### src/rtl/sort_pkg.sv
// Shared definitions for the sort scheduler: FSM state encoding, default
// geometry, the compare-count helper and the element type.
package sort_pkg;

   localparam int N_DEF = 5;
   localparam int W_DEF = 6;

   typedef enum logic [1:0] {
      IDLE = 2'd0,
      SORT = 2'd1,
      DONE = 2'd2
   } state_t;

   typedef logic [W_DEF-1:0] elem_t;

   // Number of compare-exchange steps in a full bubble-sort schedule.
   function automatic int num_cmp(input int n);
      return n * (n - 1) / 2;
   endfunction

endpackage

### src/rtl/cmp_swap.sv
// Combinational compare-exchange cell.
//   a, b     : operands (a sits at the lower vector position)
//   desc     : 0 ascending, 1 descending
//   lo_out   : value written back to the lower position
//   hi_out   : value written back to the upper position
//   swapped  : high when the operands were exchanged
// Equal operands never swap, which keeps the sort stable.
module cmp_swap
   import sort_pkg::*;
#(
   parameter int W = W_DEF
) (
   input  logic [W-1:0] a,
   input  logic [W-1:0] b,
   input  logic         desc,
   output logic [W-1:0] lo_out,
   output logic [W-1:0] hi_out,
   output logic         swapped
);

   assign swapped = desc ? (a < b) : (a > b);
   assign lo_out  = swapped ? b : a;
   assign hi_out  = swapped ? a : b;

endmodule

### src/rtl/sort_sched_ctrl.sv
// Sequential bubble-sort scheduler. Accepts one N-element vector, sorts it
// in place with a single shared compare-exchange cell (one step per cycle,
// fixed schedule of num_cmp(N) steps), then presents the sorted vector, its
// median and the number of exchanges until the consumer accepts.
//   clk, rst            : clock, synchronous active-high reset
//   in_valid/in_ready   : input handshake; in_ready high only in IDLE
//   in_data, in_desc    : vector (element k at [k*W +: W]) and order select
//   out_valid/out_ready : output handshake; result held until accepted
//   out_sorted          : sorted vector, element 0 at [W-1:0]
//   out_median          : element N/2 of out_sorted
//   swap_cnt            : exchanges performed for this vector
//   busy                : high while sorting
//
// state | meaning
// IDLE  | waiting for an input vector, in_ready high
// SORT  | one compare-exchange per cycle on reg[idx], reg[idx+1]
// DONE  | result presented, waiting for out_ready
module sort_sched_ctrl
   import sort_pkg::*;
#(
   parameter int N = N_DEF,
   parameter int W = W_DEF
) (
   input  logic                                clk,
   input  logic                                rst,
   input  logic                                in_valid,
   output logic                                in_ready,
   input  logic [N*W-1:0]                      in_data,
   input  logic                                in_desc,
   output logic                                out_valid,
   input  logic                                out_ready,
   output logic [N*W-1:0]                      out_sorted,
   output logic [W-1:0]                        out_median,
   output logic [$clog2(num_cmp(N)+1)-1:0]     swap_cnt,
   output logic                                busy
);

   localparam int NUM_CMP = num_cmp(N);
   localparam int CW      = $clog2(NUM_CMP + 1);
   localparam int IW      = $clog2(N);

   state_t          state_q, state_d;
   logic [W-1:0]    elem_q  [N];
   logic [W-1:0]    elem_wb [N];
   logic [N*W-1:0]  elem_wb_flat;
   logic            desc_q;
   logic [IW-1:0]   idx_q, pass_q;
   logic [IW-1:0]   idx_p1, idx_end;
   logic [CW-1:0]   swap_cnt_q;
   logic [N*W-1:0]  out_sorted_q;
   logic [W-1:0]    out_median_q;
   logic [W-1:0]    op_a, op_b, lo_val, hi_val;
   logic            swapped;
   logic            last_cmp;

   assign idx_p1   = idx_q + IW'(1);
   // Each pass shrinks by one because the largest (or smallest) element has
   // bubbled to the top of the unsorted region.
   assign idx_end  = IW'(N - 2) - pass_q;
   assign last_cmp = (pass_q == IW'(N - 2)) && (idx_q == '0);

   assign op_a = elem_q[idx_q];
   assign op_b = elem_q[idx_p1];

   cmp_swap #(.W(W)) u_cmp (
      .a       (op_a),
      .b       (op_b),
      .desc    (desc_q),
      .lo_out  (lo_val),
      .hi_out  (hi_val),
      .swapped (swapped)
   );

   // Vector as it will look after this cycle's compare-exchange.
   always_comb begin
      elem_wb = elem_q;
      elem_wb[idx_q]  = lo_val;
      elem_wb[idx_p1] = hi_val;
   end

   always_comb begin
      elem_wb_flat = '0;
      for (int k = 0; k < N; k++) begin
         elem_wb_flat[k*W +: W] = elem_wb[k];
      end
   end

   always_ff @(posedge clk) begin
      if (rst) begin
         state_q <= IDLE;
      end else begin
         state_q <= state_d;
      end
   end

   always_comb begin
      state_d   = state_q;
      in_ready  = 1'b0;
      busy      = 1'b0;
      out_valid = 1'b0;
      case (state_q)
         IDLE: begin
            in_ready = 1'b1;
            if (in_valid) begin
               state_d = SORT;
            end
         end
         SORT: begin
            busy = 1'b1;
            if (last_cmp) begin
               state_d = DONE;
            end
         end
         DONE: begin
            out_valid = 1'b1;
            if (out_ready) begin
               state_d = IDLE;
            end
         end
         default: state_d = IDLE;
      endcase
   end

   always_ff @(posedge clk) begin
      if (rst) begin
         elem_q       <= '{default: '0};
         desc_q       <= 1'b0;
         idx_q        <= '0;
         pass_q       <= '0;
         swap_cnt_q   <= '0;
         out_sorted_q <= '0;
         out_median_q <= '0;
      end else begin
         case (state_q)
            IDLE: begin
               if (in_valid) begin
                  for (int k = 0; k < N; k++) begin
                     elem_q[k] <= in_data[k*W +: W];
                  end
                  desc_q     <= in_desc;
                  swap_cnt_q <= '0;
                  idx_q      <= '0;
                  pass_q     <= '0;
               end
            end
            SORT: begin
               elem_q <= elem_wb;
               if (swapped) begin
                  swap_cnt_q <= swap_cnt_q + CW'(1);
               end
               if (idx_q == idx_end) begin
                  idx_q  <= '0;
                  pass_q <= pass_q + IW'(1);
               end else begin
                  idx_q <= idx_p1;
               end
               // Result registers load on the final step so they are
               // already valid in the first DONE cycle.
               if (last_cmp) begin
                  out_sorted_q <= elem_wb_flat;
                  out_median_q <= elem_wb[N/2];
               end
            end
            default: ;
         endcase
      end
   end

   assign out_sorted = out_sorted_q;
   assign out_median = out_median_q;
   assign swap_cnt   = swap_cnt_q;

endmodule

### config.mk
export PLATFORM = sky130hd
export DESIGN_NAME = sort_sched_ctrl
export DESIGN_NICKNAME = d
export VERILOG_FILES = /design/src/rtl/sort_pkg.sv /design/src/rtl/cmp_swap.sv /design/src/rtl/sort_sched_ctrl.sv
export SDC_FILE = /design/constraint.sdc
export NUM_CORES = 1
export LEC_CHECK = 0
export BUFFER_PORTS_ARGS = -buffer_cell sky130_fd_sc_hd__clkbuf_2
export CAP_MARGIN = 20
export CORE_ASPECT_RATIO = 1.2
export CORE_UTILIZATION = 57
export DETAILED_ROUTE_END_ITERATION = 12
export PLACE_DENSITY = 0.8
export SLEW_MARGIN = 20
export SYNTH_ARGS = -nofsm -noshare
export SYNTH_HDL_FRONTEND = slang
export SYNTH_SLANG_ARGS = --single-unit
### constraint.sdc
create_clock -name clk -period 5.75 [get_ports clk]
set_clock_uncertainty 0.15 [all_clocks]
set_input_delay 0.2875 -clock clk [delete_from_list [all_inputs] [get_ports clk]]
set_output_delay 0.2875 -clock clk [all_outputs]
set_load 0.03 [all_outputs]
==> impl_metrics.csv, run 1 <==
group,metric,value,unit
status,outcome,"complete, no violations",
cts,clockRootBuffer,"clkbuf_8",
finish,final_area,5429,sq um
place,place_congestion,0.9870,
place,port_buffers,77,
place,place_inst,714,
finish,final_util,66.59,%
floorplan,start_util,58.92,%
power_and_ir_drop,p_leak,0.001951,uW
worst_setup_path,cp_cell_sequence,"clkinv_1 > ha_1 > mux4_2 > a22oi_2 > ha_1 > and4_4 > and3_4 > a311oi_4 > buf_4 > nor4_1 > nor4_1 > o22ai_1",
grt,grt_pass1_vias,4597,
cts,clk_pin_slew,0.09,ns
min_path,hold_depth,3,
cts,insertion_delay,0.37,ns
cts,htreeDepth,3,
grt,grt_pass1_wl,24.61,mm
floorplan,core_area,8153,sq um
detailed_routing,drt_iter0_markers,463,
detailed_routing,routed_via_density,6.886,
timing,fin_ws,1.018,ns
detailed_routing,drc_errors,0,
finish,diodes,0,
floorplan,die_x,85.80,um
synthesis,synth_cells,563,
floorplan,dieArea,8800,sq um
detailed_routing,antenna_left,0,
cts,cts_tree,"yes",
worst_setup_path,cp_max_fo,27,
timing,tns,0,ns
timing,relSlewSlack,30.75,%
cts,cts_resized,0,
floorplan,ios,78,
cts,cts_buffers,9,
grt,grt_overflow,0,
synthesis,ys_types,64,
timing,maxSlewViolCount,0,
timing,tightestPinTransition,1.031,ns
grt,grt_max_degree,79,
synthesis,yosys_most_used_dff,"dfxtp_1",
place,placed_area,5182,sq um
min_path,min_path_type,"primary input to flop",
synthesis,ys_seq_elements,73,
detailed_routing,wl_per_cell,22.03,um
finish,drive_gt1_share,23.99,%
timing,finalSetupViolCount,0,
worst_setup_path,crit_required,5.82,ns
worst_setup_path,slowest_delay,0.75,ns
floorplan,row_count,36,
timing,period_share,82.29,%
timing,rsz0062_at_grt,"no",
cts,clockBufferDepth,2,
worst_setup_path,startpoint_type,"flop",
finish,finalNetCount,657,
finish,fin_cells,731,
worst_setup_path,crit_type,"flop to flop",
detailed_routing,wl,16.10,mm
timing,fmax,211.3,MHz
worst_setup_path,worstSetupEndpointType,"flop",
grt,antenna_found_initial,0,
finish,area_growth,13.02,%
synthesis,syn-num-nets,608,
detailed_routing,route.vias.total,5034,
synthesis,yosys_warnings,0,
worst_setup_path,crit_arrival,4.80,ns
place,dp_hpwl,11.34,mm
timing,fin_crit,4.732,ns
synthesis,seq_area_frac_synth,30.42,%
worst_setup_path,reg2reg_depth,12,
synthesis,synth_edf_count,0,
place,dp_slack,1.160,ns
synthesis,synthArstFlopShare,0,%
synthesis,syn_area,4803,sq um
detailed_routing,firstDrtPassIters,7,
flow_run,cap_violations,0,
worst_setup_path,r2r_setup_slack,1.02,ns
worst_setup_path,cpMaxStageDelayCell,"ha_1",
timing,hold_viol,0,
floorplan,die_y,102.6,um
synthesis,syn_avg_cell_area,8.532,sq um
power_and_ir_drop,ir_drop,243.1,uV
power_and_ir_drop,pwr_density_cell,337.5,nW/um^2
grt,grt.total_usage,37.11,%
cts,clock_sinks,73,
-- layout make-up --
cell class              count  area, sq um
well taps                 114        142.6
fillers                   709         2724
flip-flops and latches     73         1461
inverters                   9        33.78
multi-input cells         422         3017
clock buffers              11        151.4
clock inverters             5        85.08
repair buffers             97        538.0
-- state kept, by name, summed over array words and instances, names as in the netlist --
| name | flops |
|---|---|
| out_sorted | 30 |
| desc_q | 1 |
| swap_cnt | 4 |
| state_q | 2 |
| idx_q | 3 |
| elem_q | 30 |
| pass_q | 3 |
-- per-layer routing --
| layer | wire length [um] | vias to the layer above | GRT usage, % |
|---|---|---|---|
| li1 | - | 2321 | - |
| met1 | 6501 | 2396 | 46.15 |
| met2 | 7787 | 270 | 62.52 |
| met3 | 1172 | 47 | 7.126 |
| met4 | 641 | 0 | 17.44 |
| met5 | 0 | - | 0 |
-- where the power goes --
part	leakage, uW	internal (uW)	switching, uW	total [uW]
Sequential	0.000592	532	41.1	573
Combinational	0.00124	251	527	777
Clock	0.000117	271	211	482
-- Yosys cell counts (all sizes together), types with 5 or more instances --
cell / n / area (sq um)
a21o: 19 / 142.6
clkbuf: 29 / 110.1
buf: 30 / 197.7
o221ai: 5 / 43.79
dfxtp: 73 / 1461
nor3: 12 / 60.06
xor2: 5 / 43.79
ha: 10 / 125.1
a221oi: 17 / 148.9
a22oi: 39 / 346.6
inv: 8 / 30.03
mux4: 11 / 247.7
a211oi: 10 / 80.07
nand3b: 7 / 52.55
nand3: 18 / 90.09
nor2: 61 / 247.7
o32ai: 6 / 52.55
o22ai: 10 / 62.56
nand4: 12 / 75.07
nand2b: 5 / 31.28
o41ai: 6 / 60.06
a21oi: 17 / 85.08
o21ai: 22 / 113.9
nor4: 23 / 143.9
a311oi: 19 / 172.7
a31oi: 19 / 118.9
nand2: 31 / 118.9
-- kinds of logic (layout without fill, tap and decap cells) --
family,Yosys count,after routing,share of synthesized area [%]
compound gates,204,204,32.43
simple gates,184,184,19.59
flops,73,73,30.42
buf+inv,68,122,7.111
mux,16,16,6.226
fa+ha+maj,10,10,2.605
xor+xnor,8,8,1.615
-- layout by cell type (no fill, tap or decap), types with 7 or more instances in the layout --
master,Yosys,routed
nand2_1,30,30
clkbuf_8,0,11
a221oi_1,17,17
mux4_2,11,11
nand3_1,18,18
nor2_1,59,59
a31oi_1,19,19
clkbuf_2,1,77
a21o_1,19,19
a21oi_1,17,17
buf_4,10,19
a22oi_1,30,30
ha_1,10,10
o21ai_0,20,20
a22oi_2,8,8
dfxtp_1,73,73
a311oi_1,18,18
nor3_1,12,12
inv_1,8,8
nor4_1,23,23
nand3b_1,7,7
nand4_1,12,12
o22ai_1,10,10
a211oi_1,9,9
-- path summary, 6_finish.rpt --
| check | startpoint | to |
|---|---|---|
| setup / recovery | idx_q[0]$_SDFFE_PP0P_ | elem_q[5]$_SDFFE_PP0P_ |
| hold / removal | in_data[0] | elem_q[24]$_SDFFE_PP0P_ |
| setup reg to reg | idx_q[0]$_SDFFE_PP0P_ | elem_q[5]$_SDFFE_PP0P_ |
| hold reg to reg | state_q[1]$_SDFFE_PP0P_ | state_q[0]$_SDFFE_PP0P_ |
-- through the flow --
| stage | hold slack, ns | total power [uW] |
|---|---|---|
| CTS | 0.03270 | 1810 |
| global placement | 0.3058 | 1328 |
| detailed placement | 0.3179 | 1335 |
| floorplan | 0.2735 | 1124 |
| global route | 0.04015 | 1908 |
| finish | 0.03200 | 1833 |
-- worst max-delay path, delay by kind of cell (launching register included) --
family                     cells  cell delay, ns
and+or+nand+nor                4            1.07
AOI/OAI and AO/OA              3            0.82
DFF                            1            0.33
buffers and inverters          2            0.59
muxes                          1            0.60
adders and majority gates      2            1.02
-- what timing repair did --
item | in CTS | in global routing
buffers inserted | 0 | 0
hold endpoints to repair | 1 | 0
hold buffers | 1 | 0
Note: power is estimated with default switching activity, not from simulation.
==> inputs of run 2 (changes only) <==
==> constraint.sdc (replaced) <==
create_clock -name clk -period 5 [get_ports clk]
set_clock_uncertainty 0.15 [all_clocks]
set_input_delay 0.25 -clock clk [delete_from_list [all_inputs] [get_ports clk]]
set_output_delay 0.25 -clock clk [all_outputs]
set_load 0.03 [all_outputs]
==> run 2 against run 1 <==
  * Non-clock buffer count grew 3
  * Total power rose by 15%
  * Via count increased by 0.97%
  * Clock power up 21%
  * Largest cell class unchanged
  * Highest routed layer unchanged
==> impl_metrics.csv, run 2 (same netlist as run 1, synthesis figures left out) <==
group,metric,value,unit
finish,area_growth,13.60,%
floorplan,dieArea,8800,sq um
place,place_congestion,0.9858,
flow_run,cap_violations,0,
grt,grt_pass1_wl,24.79,mm
power_and_ir_drop,p_sw,871.8,uW
min_path,whs_endpoint,"elem_q[24]$_SDFFE_PP0P_",
worst_setup_path,r2r_setup_slack,0.45,ns
power_and_ir_drop,ir_drop,312.2,uV
floorplan,ios,78,
finish,drive_gt1_share,24.03,%
detailed_routing,routed_via_density,6.925,
worst_setup_path,cpMaxStageDelayCell,"ha_1",
place,place_inst,716,
cts,clockRootBuffer,"clkbuf_8",
worst_setup_path,r2r-end,"out_sorted[2]$_SDFFE_PP0P_",
status,outcome,"complete, no violations",
timing,holdWs,0.002491,ns
detailed_routing,drc_errors,0,
timing,relSlewSlack,32.54,%
finish,diodes,0,
floorplan,start_util,58.92,%
cts,insertion_delay,0.37,ns
floorplan,core_area,8153,sq um
finish,final_cell_mix,"clkbuf_2, dfxtp_1, nor2_1, nand2_1, a22oi_1",
floorplan,die_y,102.6,um
floorplan,die_x,85.80,um
min_path,hold_depth,3,
cts,htreeDepth,3,
detailed_routing,wl,15.88,mm
power_and_ir_drop,p_leak,0.001966,uW
cts,clk_pin_slew,0.08,ns
timing,finalSetupViolCount,0,
timing,tns,0,ns
grt,grt.total_usage,36.92,%
timing,rsz0062_at_grt,"no",
min_path,hold_start,"in_data[0]",
power_and_ir_drop,combPwrFrac,41.3,%
worst_setup_path,startpoint_type,"flop",
worst_setup_path,worstSetupEndpointType,"flop",
finish,final_common_cell,"clkbuf_2",
power_and_ir_drop,pwr_density_cell,387.0,nW/um^2
worst_setup_path,worstReg2RegStart,"idx_q[0]$_SDFFE_PP0P_",
power_and_ir_drop,p_seq_share,31.1,%
worst_setup_path,crit_arrival,4.62,ns
detailed_routing,antenna_left,0,
worst_setup_path,crit_required,5.07,ns
timing,tightestPinTransition,1.004,ns
timing,fmax,219.6,MHz
worst_setup_path,cp_cell_sequence,"clkinv_1 > ha_1 > mux4_2 > a22oi_2 > ha_1 > nor2b_1 > o21ai_2 > a311o_1 > nand2_2 > a221oi_1 > a311oi_1",
worst_setup_path,slowest_delay,0.70,ns
place,dp_hpwl,11.07,mm
timing,fin_crit,4.553,ns
power_and_ir_drop,p_int,1240,uW
detailed_routing,firstDrtPassIters,5,
timing,maxSlewViolCount,0,
worst_setup_path,cp_max_fo,27,
finish,fin_cells,734,
place,dp_slack,0.4756,ns
detailed_routing,drt_iter0_markers,592,
grt,antenna_found_initial,0,
cts,cts_tree,"yes",
worst_setup_path,reg2reg_depth,11,
timing,period_share,91.07,%
cts,clockBufferDepth,2,
place,port_buffers,77,
timing,hold_viol,0,
worst_setup_path,cpMostUsedCell,"ha_1",
detailed_routing,route.vias.total,5083,
cts,cts_buffers,9,
timing,fin_ws,0.4466,ns
cts,cts_resized,0,
grt,grt_overflow,0,
floorplan,row_count,36,
power_and_ir_drop,power_switching_share,41.29,%
grt,grt_pass1_vias,4678,
worst_setup_path,crit_type,"flop to flop",
finish,finalNetCount,660,
grt,grt_max_degree,80,
min_path,min_path_type,"primary input to flop",
cts,clock_sinks,73,
detailed_routing,wl_per_cell,21.63,um
power_and_ir_drop,clkPwrFrac,27.5,%
[run 2: power by group through the flow]
stage	Sequential (uW)	Combinational (uW)	Clock [uW]
after floorplan	652	640	0
after global placement	667	840	0
after detailed placement	669	852	0
after CTS	656	855	578
after global routing	660	932	602
final	657	873	581
[run 2: what timing repair did]
action	in CTS	in global routing
hold buffers	2	0
buffers inserted	0	0
hold endpoints to repair	2	0
[run 2: layout make-up]
cell class / count / area, sq um
clock buffers: 11 / 141.4
clock inverters: 5 / 102.6
fillers: 704 / 2696
inverters: 9 / 33.78
multi-input cells: 422 / 3012
flip-flops and latches: 73 / 1461
well taps: 114 / 142.6
repair buffers: 100 / 563.0
[run 2: metrics by stage]
stage               area [sq um]  power, uW  util [%]
floorplan                   4803       1292         -
global placement            5192       1507     63.69
detailed placement          5192       1521     63.69
CTS                         5456       2089     66.93
global route                5456       2194     66.93
finish                      5456       2111     66.93
[run 2: worst max path at each step]
| stage | endpoint | slack, ns | from |
|---|---|---|---|
| after CTS | out_sorted[2]$_SDFFE_PP0P_ | 0.46 | idx_q[0]$_SDFFE_PP0P_ |
| final | out_sorted[2]$_SDFFE_PP0P_ | 0.45 | idx_q[0]$_SDFFE_PP0P_ |
| after floorplan | elem_q[5]$_SDFFE_PP0P_ | 0.83 | idx_q[1]$_SDFFE_PP0P_ |
| after global placement | out_sorted[17]$_SDFFE_PP0P_ | 0.71 | idx_q[0]$_SDFFE_PP0P_ |
| after global routing | out_sorted[9]$_SDFFE_PP0P_ | 0.17 | idx_q[0]$_SDFFE_PP0P_ |
| after detailed placement | out_sorted[2]$_SDFFE_PP0P_ | 0.48 | idx_q[0]$_SDFFE_PP0P_ |
[run 2: routing by layer]
layer | part of all wire, % | GRT usage (%) | vias up
li1 | - | - | 2318
met1 | 40 | 46.46 | 2403
met2 | 48 | 60.31 | 302
met3 | 8.5 | 6.565 | 60
met4 | 3.7 | 20.77 | 0
met5 | 0 | 0 | -
[run 2: critical path, delay by kind of cell (launching register included)]
kind | cells | cell delay, ns
AOI/OAI and AO/OA | 5 | 1.53
adders and majority gates | 2 | 0.97
and+or+nand+nor | 2 | 0.62
muxes | 1 | 0.58
DFF | 1 | 0.34
buffers and inverters | 1 | 0.20
==> inputs of run 3 (changes only) <==
--- a/config.mk
+++ b/config.mk
@@ -5,12 +5,14 @@
 export SDC_FILE = /design/constraint.sdc
 export NUM_CORES = 1
 export LEC_CHECK = 0
+export ABC_AREA = 1
 export BUFFER_PORTS_ARGS = -buffer_cell sky130_fd_sc_hd__clkbuf_2
 export CAP_MARGIN = 20
 export CORE_ASPECT_RATIO = 1.2
-export CORE_UTILIZATION = 57
+export CORE_UTILIZATION = 58
 export DETAILED_ROUTE_END_ITERATION = 12
-export PLACE_DENSITY = 0.8
+export PLACE_DENSITY = 0.81
+export RECOVER_POWER = 50
 export SLEW_MARGIN = 20
 export SYNTH_ARGS = -nofsm -noshare
 export SYNTH_HDL_FRONTEND = slang
==> run 3 against run 2 <==
  * Highest routed layer unchanged
  * Total power shrank 3.8%
  * Critical endpoint is now elem_q[25]$_SDFFE_PP0P_
  * Sequential power shrank 3%
  * The flow now finishes with violations (max-capacitance violations, max-slew violations)
  * Global-route usage grew 3.4 points
  * Die area grew 5.4%
==> impl_metrics.csv, run 3 <==
group,metric,value,unit
status,outcome,"finished with violations",
status,violations,"max-capacitance violations, max-slew violations",
finish,drive_gt1_share,17.83,%
finish,area_growth,9.415,%
flow_run,cap_violations,2,
min_path,min_path_type,"primary input to flop",
power_and_ir_drop,pwr_density_cell,360.1,nW/um^2
floorplan,die_y,105.3,um
synthesis,syn_area,5156,sq um
timing,period_share,88.96,%
timing,tightestPinTransition,2.030,ns
synthesis,synth_cells,761,
worst_setup_path,setup.worst_path.end,"elem_q[25]$_SDFFE_PP0P_",
detailed_routing,antenna_left,0,
floorplan,ios,78,
worst_setup_path,r2r_setup_slack,0.55,ns
finish,diodes,0,
grt,grt_max_degree,40,
timing,fin_crit,4.448,ns
worst_setup_path,cpMostUsedCell,"nand2_1",
detailed_routing,drt_iter0_markers,455,
timing,rsz0062_at_grt,"no",
grt,grt_pass1_wl,27.60,mm
cts,cts_buffers,9,
detailed_routing,drc_errors,0,
timing,fmax,224.8,MHz
floorplan,start_util,59.88,%
cts,clockBufferDepth,2,
synthesis,seq_area_frac_synth,28.34,%
cts,clk_pin_slew,0.09,ns
finish,final_area,5642,sq um
worst_setup_path,worst-path-stages,22,
power_and_ir_drop,p_total,2032,uW
worst_setup_path,cpMaxStageDelayCell,"dfxtp_1",
synthesis,ys_seq_elements,73,
cts,cts_setup_buffers,0,
power_and_ir_drop,ir_drop,217.7,uV
grt,grt.total_usage,40.35,%
timing,relSlewSlack,-35.34,%
worst_setup_path,reg2reg_depth,22,
synthesis,syn-num-nets,806,
finish,final_common_cell,"nand2_1",
synthesis,synth_top_area_share,28.34,%
detailed_routing,route.vias.total,5466,
timing,maxSlewViolCount,79,
cts,htreeDepth,3,
timing,hold_viol,0,
worst_setup_path,crit_type,"flop to flop",
timing,holdWs,0.03852,ns
worst_setup_path,crit_required,5.02,ns
floorplan,core_area,8611,sq um
worst_setup_path,path_buf_inv,5,
floorplan,row_count,37,
worst_setup_path,worstReg2RegStart,"idx_q[1]$_SDFFE_PP0P_",
synthesis,syn_avg_cell_area,6.776,sq um
grt,antenna_found_initial,0,
worst_setup_path,startpoint_type,"flop",
worst_setup_path,crit_arrival,4.47,ns
grt,grt_pass1_vias,5198,
power_and_ir_drop,p_leak,0.002604,uW
synthesis,synth_area_leader_cell,"dfxtp_1",
cts,clockRootBuffer,"clkbuf_8",
synthesis,synthArstFlopShare,0,%
finish,final_cell_mix,"nand2_1, inv_1, dfxtp_1, nand3_1, o21ai_0",
synthesis,yosys_warnings,0,
worst_setup_path,crit_family,"simple AND/OR/NAND/NOR gates",
synthesis,synthTopCellsByArea,"dfxtp_1, nand2_1, nand3_1, o21ai_0, inv_1",
worst_setup_path,slowest_delay,0.66,ns
finish,finalNetCount,859,
synthesis,ys_types,49,
worst_setup_path,cp_max_fo,15,
finish,multi_input_area,3007,sq um
detailed_routing,routed_via_density,5.840,
cts,cts_tree,"yes",
place,dp_hpwl,13.01,mm
synthesis,yosys_most_used_dff,"dfxtp_1",
synthesis,ys_top_cells_by_count,"nand2_1, inv_1, dfxtp_1, nand3_1, o21ai_0",
cts,clock_sinks,73,
synthesis,synth_edf_count,0,
detailed_routing,wl_per_cell,19.14,um
place,placed_area,5456,sq um
worst_setup_path,cp_cell_sequence,"inv_1 > ha_1 > inv_2 > nand3_4 > clkinv_4 > nand2_1 > nand2_1 > inv_1 > ha_1 > nand2_1 > nor2_1 > nand2_1 > nand3_1 > nand2_1 > nand2_2 > inv_2 > nand2_2 > nand2_2 > nand2_1 > nand3_2 > a21oi_1 > nor2_1",
worst_setup_path,setup.worst_path.start,"idx_q[1]$_SDFFE_PP0P_",
worst_setup_path,r2r-end,"elem_q[25]$_SDFFE_PP0P_",
grt,grt_overflow,0,
cts,insertion_delay,0.37,ns
floorplan,dieArea,9272,sq um
timing,finalSetupViolCount,0,
finish,seq_area,1461,sq um
place,port_buffers,77,
place,place_congestion,1.023,
worst_setup_path,worstSetupEndpointType,"flop",
synthesis,synth_most_common_cell,"nand2_1",
timing,tns,0,ns
finish,nFillCells,798,
detailed_routing,wl,17.92,mm
floorplan,die_x,88.07,um
detailed_routing,firstDrtPassIters,5,
run 3: cell types whose count changed in the layout (fill, tap and decap cells not counted), sizes merged, moves of 23 or more:
cell	delta
a21oi	+33
a22oi	-39
inv	+96
nand2	+169
nand3	+73
nor4	-23
o21ai	+56
run 3: tightest hold or removal path: stages:
cell	delay (ns)
clkbuf_2	0.08
o21ai_0	0.07
a21oi_1	0.11
run 3: cells by family after synthesis:
| family | Yosys count | synth area share, % |
|---|---|---|
| AO/OA/AOI/OAI | 164 | 19.12 |
| AND/OR/NAND/NOR | 365 | 36.23 |
| XOR/XNOR | 4 | 0.6796 |
| adder cells (fa/ha/maj) | 10 | 2.427 |
| buffers and inverters | 145 | 13.20 |
| flip-flops | 73 | 28.34 |
run 3: power by group:
part,internal (uW),switching [uW]
Combinational,217,587
Clock,335,253
Sequential,610,29.7
Total,1160,870
run 3: layout make-up:
cell class                 instances  area share [%]
clock buffer                      10           2.262
clock inverter                     6           2.040
inverter                         105           7.385
multi-input combinational        543           53.29
sequential                        73           25.90
tap                              117           2.595
timing repair buffer              82           6.520
run 3: worst min-delay path by stage:
stage / to / startpoint / slack (ns) / depth (start not counted)
2_1_floorplan: state_q[1]$_SDFFE_PP0P_ / out_ready / 0.27 / 3
3_3_place_gp: elem_q[22]$_SDFFE_PP0P_ / elem_q[22]$_SDFFE_PP0P_ / 0.32 / 2
3_5_place_dp: elem_q[22]$_SDFFE_PP0P_ / elem_q[22]$_SDFFE_PP0P_ / 0.34 / 2
4_1_cts: desc_q$_SDFFE_PP0P_ / in_desc / 0.04 / 3
5_1_grt: desc_q$_SDFFE_PP0P_ / in_desc / 0.05 / 3
6_report: desc_q$_SDFFE_PP0P_ / in_desc / 0.04 / 3
run 3: stage by stage:
stage / std cells / setup WS, ns / util [%]
floorplan: 761 / 1.688 / -
finish: 936 / 0.5518 / 65.52
detailed placement: 919 / 0.7415 / 63.37
CTS: 936 / 0.7133 / 66.30
global route: 936 / 0.1912 / 65.52
global placement: 919 / 0.9357 / 63.37
run 3: timing repair:
| action | in CTS | in global routing |
|---|---|---|
| hold endpoints to repair | 1 | 0 |
| resized for setup | 0 | 0 |
| hold buffers | 1 | 0 |
run 3: layer usage:
layer | track usage [%] | vias up | wire length (um)
met4 | 24.19 | 0 | 1120
met5 | 0 | - | 0
met3 | 8.222 | 83 | 1432
li1 | - | 2562 | -
met2 | 64.95 | 302 | 8451
met1 | 48.80 | 2519 | 6913
